==> src/rtl/pipe_stall_ctrl_pkg.sv <==
// RV32I_definitions: shared pipeline-control types for the stall/flush controller.
package RV32I_definitions;

    typedef enum logic [1:0] {
        RUN      = 2'd0,
        MEM_WAIT = 2'd1,
        IF_WAIT  = 2'd2,
        FAULT    = 2'd3
    } stall_state_t;

endpackage

==> src/rtl/sat_counter.sv <==
// sat_counter: enable-driven up counter that holds at all-ones instead of wrapping.
module sat_counter #(
    parameter int W = 32
) (
    input  logic         clk,
    input  logic         rst_n,
    input  logic         en,
    output logic [W-1:0] count
);

    always_ff @(posedge clk or negedge rst_n) begin
        if (!rst_n)
            count <= '0;
        else if (en && !(&count))
            count <= count + W'(1);
    end

endmodule

==> src/rtl/pipe_stall_ctrl.sv <==
// pipe_stall_ctrl: five-stage pipeline enable/flush priority logic with data-memory timeout fault.
module pipe_stall_ctrl
    import RV32I_definitions::*;
#(
    parameter int TIMEOUT_CYCLES = 1023,
    parameter int CNT_WIDTH      = 32
) (
    input  logic                 clk,
    input  logic                 rst_n,
    input  logic                 load_use_hazard,
    input  logic                 branch_taken,
    input  logic                 jump_taken,
    input  logic                 imem_ready,
    input  logic                 dmem_req,
    input  logic                 dmem_ready,
    input  logic                 err_clr,
    output logic                 pc_en,
    output logic                 if_id_en,
    output logic                 id_ex_en,
    output logic                 ex_mem_en,
    output logic                 mem_wb_en,
    output logic                 if_id_flush,
    output logic                 id_ex_flush,
    output logic [1:0]           state,
    output logic                 mem_timeout,
    output logic [CNT_WIDTH-1:0] stall_cycles,
    output logic [CNT_WIDTH-1:0] flush_events
);

    localparam int WW = TIMEOUT_CYCLES > 1 ? $clog2(TIMEOUT_CYCLES) : 1;
    localparam logic [WW-1:0] WAIT_MAX = WW'(TIMEOUT_CYCLES - 1);

    stall_state_t  st;
    logic [WW-1:0] wait_cnt;
    logic          mem_freeze;

    assign mem_freeze = dmem_req && !dmem_ready;
    assign state      = st;

    // Branch/jump sit above IF wait so pc_en stays high and the redirect target is captured.
    always_comb begin
        {pc_en, if_id_en, id_ex_en, ex_mem_en, mem_wb_en} = 5'b11111;
        {if_id_flush, id_ex_flush} = 2'b00;
        if (st == FAULT || mem_freeze)
            {pc_en, if_id_en, id_ex_en, ex_mem_en, mem_wb_en} = 5'b00000;
        else if (branch_taken)
            {if_id_flush, id_ex_flush} = 2'b11;
        else if (jump_taken)
            if_id_flush = 1'b1;
        else if (load_use_hazard)
            {pc_en, if_id_en, id_ex_flush} = 3'b001;
        else if (!imem_ready)
            {pc_en, if_id_flush} = 2'b01;
    end

    always_ff @(posedge clk or negedge rst_n) begin
        if (!rst_n) begin
            st          <= RUN;
            wait_cnt    <= '0;
            mem_timeout <= 1'b0;
        end else if (st == FAULT) begin
            if (err_clr) begin
                st          <= RUN;
                wait_cnt    <= '0;
                mem_timeout <= 1'b0;
            end
        end else if (mem_freeze) begin
            st          <= wait_cnt == WAIT_MAX ? FAULT : MEM_WAIT;
            mem_timeout <= wait_cnt == WAIT_MAX;
            wait_cnt    <= wait_cnt == WAIT_MAX ? '0 : wait_cnt + WW'(1);
        end else begin
            st       <= imem_ready ? RUN : IF_WAIT;
            wait_cnt <= '0;
        end
    end

    sat_counter #(.W(CNT_WIDTH)) u_stall_cnt (
        .clk   (clk),
        .rst_n (rst_n),
        .en    (!pc_en && st != FAULT),
        .count (stall_cycles)
    );

    sat_counter #(.W(CNT_WIDTH)) u_flush_cnt (
        .clk   (clk),
        .rst_n (rst_n),
        .en    (if_id_flush),
        .count (flush_events)
    );

endmodule

==> config.mk <==
export PLATFORM = sky130hd
export DESIGN_NAME = pipe_stall_ctrl
export DESIGN_NICKNAME = d
export VERILOG_FILES = /design/src/rtl/pipe_stall_ctrl_pkg.sv /design/src/rtl/sat_counter.sv /design/src/rtl/pipe_stall_ctrl.sv
export SDC_FILE = /design/constraint.sdc
export NUM_CORES = 1
export LEC_CHECK = 0
export BUFFER_PORTS_ARGS = -buffer_cell sky130_fd_sc_hd__buf_2
export CAP_MARGIN = 0
export CORE_UTILIZATION = 50
export CTS_CLUSTER_DIAMETER = 80
export CTS_CLUSTER_SIZE = 12
export DETAILED_ROUTE_END_ITERATION = 7
export HOLD_SLACK_MARGIN = 0.12
export PLACE_DENSITY = 0.77
export SLEW_MARGIN = 20
export SYNTH_ARGS = -nofsm -noshare
export SYNTH_HDL_FRONTEND = slang
export SYNTH_SLANG_ARGS = --single-unit
==> constraint.sdc <==
create_clock -name clk -period 1.84 [get_ports clk]
set_input_delay 0 -clock clk [delete_from_list [all_inputs] [get_ports clk]]
set_output_delay 0 -clock clk [all_outputs]
set_load 0.01 [all_outputs]
==> results of run 1 <==
area by class of cell:
cell class | count | area [sq um]
Clock buffer | 11 | 141.4
Multi-Input combinational cell | 284 | 2106
Fill cell | 592 | 2280
Sequential cell | 77 | 1928
Tap cell | 102 | 127.6
Inverter | 10 | 37.54
Clock inverter | 5 | 33.78
Timing Repair Buffer | 167 | 1074
logic make-up (layout without fill, tap and decap cells):
kind of cell | count (synthesis) | after routing | synth area share
AND/OR/NAND/NOR | 182 | 182 | 0.2767
flip-flops | 77 | 77 | 0.4837
XOR/XNOR | 60 | 60 | 0.1319
AO/OA/AOI/OAI | 35 | 35 | 0.06313
buffers and inverters | 17 | 193 | 0.02387
adder cells (fa/ha/maj) | 4 | 4 | 0.01256
multiplexers | 3 | 3 | 0.008166
synth_stat cells, types with 2 or more instances:
library cell  instances  area [sq um]
a22o_1                2         17.52
and2_1                2         12.51
a211oi_2              2         25.02
nand2_1              32         120.1
nor4_2                4         50.05
nor4_4                3         63.81
nor4_1                5         31.28
xor2_1               25         219.0
nor3_2                2         20.02
nand3_2               2         20.02
ha_1                  4         50.05
and4_1                6         52.55
dfrtp_1              77          1927
o22ai_1               3         18.77
and3_1               16         100.1
or2_2                 2         12.51
inv_1                10         37.54
nand3_1              27         135.1
nor2_1               22         82.58
nand2b_1              2         12.51
o21ai_0               9         45.04
buf_4                 4         30.03
mux2_2                2         22.52
and4_4                2         22.52
a31oi_1               2         12.51
nand4b_1              2         17.52
nand4_1              25         156.4
buf_6                 2         22.52
xnor2_1              35         306.5
a21oi_1               7         35.03
or3_1                 2         12.51
and4b_1               2         20.02
nor3_1               14         70.07
final timing paths:
| kind | from | endpoint | cells after the start |
|---|---|---|---|
| max | u_stall_cnt.count[10]$_DFFE_PN0P_ | u_stall_cnt.count[29]$_DFFE_PN0P_ | 7 |
| min | dmem_req | mem_timeout$_DFFE_PN0P_ | 4 |
| max reg2reg | u_stall_cnt.count[10]$_DFFE_PN0P_ | u_stall_cnt.count[29]$_DFFE_PN0P_ | 7 |
| min reg2reg | u_stall_cnt.count[16]$_DFFE_PN0P_ | u_stall_cnt.count[16]$_DFFE_PN0P_ | 1 |
| max in group asynchronous | rst_n | u_stall_cnt.count[7]$_DFFE_PN0P_ | 2 |
| min in group asynchronous | rst_n | u_stall_cnt.count[11]$_DFFE_PN0P_ | 2 |
routing by layer:
metal | global-route usage | routed length [um]
met1 | 0.3187 | 4520
met2 | 0.4167 | 5298
met3 | 0.04774 | 326
met4 | 0.09392 | 187
met5 | 0 | 0
registers in the layout (all words and copies together), names as in the netlist:
name,flops
state,2
wait_cnt,10
u_flush_cnt.count,32
u_stall_cnt.count,32
mem_timeout,1
repair_timing:
item,4_1_cts,5_1_grt
gates cloned,0,0
setup buffers,1,11
resized for setup,3,29
hold endpoints to repair,80,0
hold buffers,3,0
pin swaps,2,16
setup endpoints to repair,5,37
per-stage QoR:
stage | TNS, ns | cells | cell area [sq um] | power (W)
2_1_floorplan | -0.03716 | 378 | 3991 | 0.002583
3_3_place_gp | 0 | 625 | 5000 | 0.003079
3_5_place_dp | -0.01476 | 625 | 5000 | 0.003138
4_1_cts | 0 | 645 | 5228 | 0.004308
5_1_grt | -1.210 | 656 | 5448 | 0.004555
6_report | -0.05824 | 656 | 5448 | 0.004340
power breakdown:
part	internal (W)	switching, W
logic	0.000511	0.000581
registers	0.00187	0.000210
clock network	0.000528	0.000635
total	0.00291	0.00143
worst min-delay path, cell delays in order:
cell and delay (ns):
buf_2 0.10, and2b_1 0.22, nand3_1 0.10, nand2_1 0.05
==> impl_metrics.json, run 1 <==
{
  "core_sq_um": 7727,
  "die_w_um": 91.26,
  "cp.arrival_ns": 2.16,
  "synth_area_sq_um": 3984,
  "synth.avg_cell_area_sq_um": 10.54,
  "max_freq_mhz": 528.7,
  "place.gp.congestion": 0.9033,
  "grt_max_degree": 78,
  "final_max_slew_viol_count": 0,
  "r2r_setup_slack_ns": -0.05,
  "finClkSkew_ns": 0.01342,
  "synth_ff_type": "dfrtp_1",
  "outcome": "finished, violations left",
  "path_delay_family": "simple AND/OR/NAND/NOR gates",
  "cp.required_ns": 2.11,
  "grt_pass1_vias": 3410,
  "drc_errors": 0,
  "num_rows": 32,
  "numClockSinks": 77,
  "wirelength_mm": 10.33,
  "crit_type": "register to register",
  "ys_ff_latch": 77,
  "die_y_um": 91.26,
  "dr.pass1.iters": 4,
  "dp_hpwl_mm": 7.175,
  "numPortBuffers": 82,
  "max-vdd-ir-drop_uv": 820.8,
  "fin_nets": 562,
  "fin_crit_sh": 1.028,
  "wl_per_cell_um": 15.75,
  "synth_warnings": 0,
  "overflow": 0,
  "endpoint_kind": "register",
  "initial_core_util": 0.5155,
  "clock_latency_ns": 0.35,
  "first_iter_violations": 149,
  "timing.slew.headroom": 0.3506,
  "timing.critical_path.cells": "buf_6 -> nand4_1 -> nor4_4 -> nand4_1 -> buf_4 -> nor4_4 -> xor2_1",
  "cts-root-buf": "clkbuf_8",
  "grt_util_all_layers": 0.2484,
  "area_growth_pct": 36.75,
  "layout_common_cells": "buf_2, buf_4, dfrtp_1",
  "layout-drive-gt1-share": 0.4025,
  "start_kind": "register",
  "hp-class": "input port to register",
  "clockBufferDepth": 2,
  "crit_fanout": 5,
  "via_per_inst": 5.517,
  "p_leak_nw": 2.738,
  "cts_buffers": 9,
  "max_cap_viol_count": 0,
  "post-route-util": 0.7050,
  "seq_area_frac_synth": 0.4837,
  "cts_tree": "yes",
  "place_ws_ns": -0.008027,
  "antenna_cells": 0,
  "ys_types": 55,
  "worst_pin_slew_ns": 0.9742,
  "finalSetupViolCount": 2,
  "ant_nets": 0,
  "hold_slack_ns": 0.1693,
  "syn_inst": 378,
  "syn_nets": 391,
  "critPathMaxStageDelay_ns": 0.41,
  "dieArea_sq_um": 8328,
  "crit_buf_inv": 2,
  "crit_slowest_cell": "nor4_4",
  "num_vias": 3619,
  "hold_viol_final": 0,
  "synth_edf_count": 0,
  "p_per_area_nw_per_um2": 796.6,
  "htree_levels": 3,
  "grt_setup_unrepaired": "true",
  "io_pins": 83,
  "violations": "negative setup slack",
  "antenna_found_initial": 0,
  "async_reset_ff_frac": 1.000,
  "grt_pass1_wl_mm": 16.18,
  "final_common_cell": "buf_2",
  "fin_crit_ns": 1.891,
  "cts.reportedPaths.clkPinSlew_ns": 0.08,
  "setup_ws_ns": -0.05147
}
Power figures use the tool's default switching activity.
==> run 2, diff against run 1 <==
- MAX_ROUTING_LAYER: default -> met4
==> run 2 against run 1 <==
  * The flow still finishes with violations (negative setup slack)
  * Utilization increased by 1.1 points
  * Combinational power about the same
  * Final cell count increased by 0.15%
  * Flip-flop and latch count unchanged
  * Clock skew about the same
  * Via count increased by 2.3%
  * Critical endpoint unchanged
==> impl_metrics.json, run 2 (synthesis gave the netlist of run 1 again) <==
{
  "fin_crit_ns": 1.873,
  "timing.critical_path.cells": "and4_2 -> and4_4 -> and4b_1 -> buf_6 -> nor4_4 -> xor2_1",
  "top_regs": "u_flush_cnt.count x32, u_stall_cnt.count x32, wait_cnt x10",
  "cts.reportedPaths.clkPinSlew_ns": 0.08,
  "endpoint_kind": "register",
  "crit_fanout": 8,
  "hold_depth": 4,
  "crit_buf_inv": 1,
  "fin_area_sq_um": 5530,
  "layout_common_cells": "buf_4, buf_2, dfrtp_1",
  "p_leak_nw": 2.750,
  "power_w": 0.004561,
  "crit_slowest_cell": "dfrtp_1",
  "antenna_found_initial": 0,
  "min-delay-start": "dmem_ready",
  "wirelength_mm": 10.36,
  "cp.required_ns": 2.11,
  "area_growth_pct": 38.82,
  "setup_ws_ns": -0.03257,
  "start_kind": "register",
  "final_max_slew_viol_count": 0,
  "numPortBuffers": 82,
  "dpl_cell_area_sq_um": 5015,
  "die_w_um": 91.26,
  "hold_viol_final": 0,
  "cts-root-buf": "clkbuf_8",
  "r2r-end": "u_stall_cnt.count[29]$_DFFE_PN0P_",
  "cts_tree": "yes",
  "dr.pass1.iters": 5,
  "finClkSkew_ns": 0.01372,
  "ant_nets": 0,
  "via_per_inst": 5.636,
  "worst_pin_slew_ns": 0.9561,
  "initial_core_util": 0.5155,
  "grt_setup_unrepaired": "true",
  "max_freq_mhz": 534.0,
  "dieArea_sq_um": 8328,
  "outcome": "finished, violations left",
  "core_sq_um": 7727,
  "grt_pass1_vias": 3455,
  "reg2reg_from": "u_stall_cnt.count[6]$_DFFE_PN0P_",
  "post-route-util": 0.7157,
  "path_delay_family": "simple AND/OR/NAND/NOR gates",
  "cp.arrival_ns": 2.14,
  "finalSetupViolCount": 2,
  "hp-class": "input port to register",
  "io_pins": 83,
  "num_vias": 3703,
  "cts_buffers": 9,
  "first_iter_violations": 170,
  "numClockSinks": 77,
  "layout-drive-gt1-share": 0.3964,
  "clock_latency_ns": 0.35,
  "grt_max_degree": 78,
  "fin_crit_sh": 1.018,
  "htree_levels": 3,
  "r2r_setup_slack_ns": -0.03,
  "num_rows": 32,
  "holdPathEnd": "mem_timeout$_DFFE_PN0P_",
  "clockBufferDepth": 2,
  "violations": "negative setup slack",
  "place.gp.congestion": 0.9222,
  "antenna_cells": 0,
  "wl_per_cell_um": 15.77,
  "max_cap_viol_count": 0,
  "dp_hpwl_mm": 7.121,
  "grt_pass1_wl_mm": 16.00,
  "fin_nets": 564,
  "drc_errors": 0,
  "r2r_cells": 6,
  "crit_type": "register to register",
  "grt_util_all_layers": 0.2515,
  "final_common_cell": "buf_4",
  "fillers": 569,
  "overflow": 0,
  "p_per_area_nw_per_um2": 824.7,
  "critPathMaxStageDelay_ns": 0.42,
  "max-vdd-ir-drop_uv": 753.5,
  "timing.slew.headroom": 0.3626,
  "die_y_um": 91.26
}
-- run 2: changes by cell type in the layout (fill, tap and decap cells not counted), moves of 3 or more --
| cell | previous run | this run |
|---|---|---|
| nand3_2 | 4 | 1 |
| nor3_2 | 1 | 5 |
| nor4_2 | 5 | 2 |
| buf_4 | 79 | 82 |
| nor3_1 | 13 | 9 |
-- run 2: how the worst max path moves through the flow --
| stage | end | depth (start not counted) | start |
|---|---|---|---|
| final | u_stall_cnt.count[29]$_DFFE_PN0P_ | 6 | u_stall_cnt.count[6]$_DFFE_PN0P_ |
| after global routing | u_stall_cnt.count[29]$_DFFE_PN0P_ | 7 | u_stall_cnt.count[11]$_DFFE_PN0P_ |
| after CTS | u_stall_cnt.count[1]$_DFFE_PN0P_ | 5 | u_stall_cnt.count[6]$_DFFE_PN0P_ |
| after detailed placement | u_stall_cnt.count[25]$_DFFE_PN0P_ | 6 | u_stall_cnt.count[6]$_DFFE_PN0P_ |
| after global placement | u_stall_cnt.count[21]$_DFFE_PN0P_ | 5 | u_stall_cnt.count[6]$_DFFE_PN0P_ |
| after floorplan | u_stall_cnt.count[1]$_DFFE_PN0P_ | 6 | u_stall_cnt.count[13]$_DFFE_PN0P_ |
-- run 2: final cells by class --
| class | count | area, sq um | share of cell area |
|---|---|---|---|
| timing repair buffer | 169 | 1085 | 0.1962 |
| sequential | 77 | 1928 | 0.3486 |
| clock buffer | 11 | 141.4 | 0.02557 |
| inverter | 10 | 37.54 | 0.006787 |
| tap | 102 | 127.6 | 0.02308 |
| clock inverter | 4 | 72.57 | 0.01312 |
| multi-input combinational | 284 | 2138 | 0.3867 |
-- run 2: worst reg2reg max path: cells and delay by family (launching register included) --
family / cells / cell delay (ns)
simple gates: 4 / 1.02
buf+inv: 1 / 0.18
flops: 1 / 0.42
xor+xnor: 1 / 0.18
-- run 2: power by group --
group,switching [W],internal (W)
Combinational,0.000572,0.000504
Sequential,0.000196,0.00187
Clock,0.000622,0.000792
-- run 2: what timing repair did --
action | in CTS | in global routing
gates resized for setup | 3 | 29
pin swaps | 1 | 17
endpoints found under the setup margin | 3 | 39
hold buffers | 3 | 0
endpoints found under the hold margin | 80 | 0
gates cloned | 0 | 0
setup buffers | 1 | 11
-- run 2: stage by stage --
step           std cells  setup slack (ns)  TNS (ns)  hold WS (ns)
6_report             657          -0.03257  -0.06079        0.1452
5_1_grt              657           -0.1420    -1.312        0.1755
4_1_cts              646          0.003525         0        0.1444
3_5_place_dp         627          -0.06773  -0.07323        0.2044
3_3_place_gp         627           0.05871         0        0.2022
2_1_floorplan        378          -0.03716  -0.03716       -0.2956
-- run 2: per-layer routing --
| metal | GRT usage | vias up | routed length, um |
|---|---|---|---|
| met4 | 0.1019 | 0 | 259 |
| met1 | 0.3089 | 1825 | 4387 |
| met2 | 0.4167 | 130 | 5280 |
| li1 | - | 1721 | - |
| met3 | 0.03936 | 27 | 433 |
| met5 | - | - | 0 |
==> run 3, diff against run 2 <==
- SKIP_LAST_GASP: default -> 1
==> run 3 against run 2 <==
  * The flow still finishes with violations (negative setup slack)
  * Flip-flop and latch count unchanged
  * Critical endpoint unchanged
  * Sequential share of layout area about the same
  * Global-route usage did not move
  * Clock skew is essentially flat
  * Final cell count did not move
  * Clock power about the same
  * Combinational power is essentially flat
  * First-iteration DRC count up 1.2%
  * Register-to-register slack lost 0.03 ns
  * Count of clock-buffer cells in the layout unchanged
  * Largest power group unchanged
  * Largest cell class unchanged
  * Non-clock buffer count stayed put
  * Via count about the same
==> impl_metrics.json, run 3 (synthesis gave the netlist of run 1 again) <==
{
  "pwr-share-seq": 0.453,
  "cp.arrival_ns": 2.17,
  "cts-root-buf": "clkbuf_8",
  "clock_latency_ns": 0.35,
  "path_delay_family": "simple AND/OR/NAND/NOR gates",
  "fin_nets": 564,
  "hold_viol_final": 0,
  "wl_per_cell_um": 15.84,
  "antenna_cells": 0,
  "dp_cells": 627,
  "antenna_found_initial": 0,
  "numPortBuffers": 82,
  "worst_pin_slew_ns": 0.9614,
  "initial_core_util": 0.5155,
  "p_leak_nw": 2.747,
  "cts_buffers": 9,
  "start_kind": "register",
  "dpl_cell_area_sq_um": 5015,
  "area_growth_pct": 38.69,
  "dr.pass1.iters": 5,
  "wirelength_mm": 10.41,
  "final_common_cell": "buf_4",
  "grt_max_degree": 78,
  "outcome": "finished, violations left",
  "intPower_w": 0.003171,
  "crit_type": "register to register",
  "num_rows": 32,
  "cp.required_ns": 2.11,
  "num_vias": 3700,
  "grt_pass1_wl_mm": 16.00,
  "crit_slowest_cell": "dfrtp_1",
  "crit_fanout": 8,
  "io_pins": 83,
  "power_switching_w": 0.001397,
  "dieArea_sq_um": 8328,
  "cts_tree": "yes",
  "power_w": 0.004568,
  "drc_errors": 0,
  "via_per_inst": 5.632,
  "endpoint_kind": "register",
  "die_y_um": 91.26,
  "reg2reg_from": "u_stall_cnt.count[6]$_DFFE_PN0P_",
  "fin_crit_ns": 1.900,
  "setup_ws_ns": -0.05969,
  "switching_share": 0.3059,
  "violations": "negative setup slack",
  "r2r_cells": 6,
  "numClockSinks": 77,
  "cts.reportedPaths.clkPinSlew_ns": 0.08,
  "timing.critical_path.cells": "and4_2 -> and4_4 -> and4b_1 -> buf_4 -> nor4_4 -> xor2_1",
  "overflow": 0,
  "stdcell_count": 657,
  "place.gp.congestion": 0.9222,
  "r2r_setup_slack_ns": -0.06,
  "layout_common_cells": "buf_4, buf_2, dfrtp_1",
  "p_per_area_nw_per_um2": 826.7,
  "finClkSkew_ns": 0.01396,
  "critPathMaxStageDelay_ns": 0.43,
  "crit_buf_inv": 1,
  "layout-drive-gt1-share": 0.3964,
  "top_regs": "u_flush_cnt.count x32, u_stall_cnt.count x32, wait_cnt x10",
  "timing.slew.headroom": 0.3591,
  "fin_area_sq_um": 5525,
  "clockBufferDepth": 2,
  "hp-class": "input port to register",
  "first_iter_violations": 172,
  "max_cap_viol_count": 0,
  "grt_setup_unrepaired": "true",
  "ant_nets": 0,
  "grt_pass1_vias": 3455,
  "min-delay-start": "dmem_ready",
  "r2r-end": "u_stall_cnt.count[29]$_DFFE_PN0P_",
  "core_sq_um": 7727,
  "die_w_um": 91.26,
  "pwr-share-clk": 0.311,
  "holdPathEnd": "mem_timeout$_DFFE_PN0P_",
  "htree_levels": 3,
  "hold_slack_ns": 0.1467,
  "final_max_slew_viol_count": 0,
  "pwr-share-comb": 0.236,
  "dp_hpwl_mm": 7.121,
  "max-vdd-ir-drop_uv": 758.8,
  "finalSetupViolCount": 2,
  "max_freq_mhz": 526.4,
  "grt_util_all_layers": 0.2515,
  "crit_start": "u_stall_cnt.count[6]$_DFFE_PN0P_",
  "hold_depth": 4,
  "fin_crit_sh": 1.032
}
run 3: cell count changes in the layout (fill, tap and decap cells not counted):
cell    delta
buf_6      -1
and2_4     -1
buf_4      +1
and2_2     +1
run 3: how the worst max path moves through the flow:
stage / cells past startpoint / end
floorplan: 6 / u_stall_cnt.count[1]$_DFFE_PN0P_
global placement: 5 / u_stall_cnt.count[21]$_DFFE_PN0P_
detailed placement: 6 / u_stall_cnt.count[25]$_DFFE_PN0P_
CTS: 5 / u_stall_cnt.count[1]$_DFFE_PN0P_
global route: 7 / u_stall_cnt.count[29]$_DFFE_PN0P_
finish: 6 / u_stall_cnt.count[29]$_DFFE_PN0P_
run 3: metal layers:
layer	vias to the layer above	global-route usage	routed length [um]
met5	-	-	0
met4	0	0.1019	250
met3	27	0.03936	486
met2	151	0.4167	5276
met1	1804	0.3089	4397
li1	1718	-	-
run 3: cell type report:
class / instances / area, sq um
multi-input cells: 284 / 2137
clock inverters: 4 / 72.57
well taps: 102 / 127.6
repair buffers: 169 / 1081
clock buffers: 11 / 141.4
flip-flops and latches: 77 / 1928
fillers: 567 / 2202
inverters: 10 / 37.54
run 3: tightest hold or removal path: stages:
cell and delay, ns:
buf_2 0.08, and2b_1 0.23, nand3_1 0.10, nand2_1 0.04
run 3: stage by stage:
step | worst slack [ns] | setup TNS, ns | utilization
finish | -0.05969 | -0.1158 | 0.7150
global route | -0.1419 | -1.378 | 0.7150
CTS | 0.003525 | 0 | 0.6841
detailed placement | -0.06773 | -0.07323 | 0.6490
global placement | 0.05871 | 0 | 0.6490
floorplan | -0.03716 | -0.03716 | -
run 3: what timing repair did:
item,4_1_cts,5_1_grt
setup endpoints to repair,3,39
buffers inserted,1,11
resized for setup,3,27
pin swaps,1,14
hold endpoints to repair,80,0
hold buffers,3,0
run 3: power by group through the flow:
stage / clock network [W] / registers (W) / logic (W)
finish: 0.00142 / 0.00207 / 0.00108
global route: 0.00151 / 0.00210 / 0.00117
CTS: 0.00143 / 0.00206 / 0.00105
detailed placement: 0 / 0.00209 / 0.00103
global placement: 0 / 0.00208 / 0.000999
floorplan: 0 / 0.00221 / 0.000377
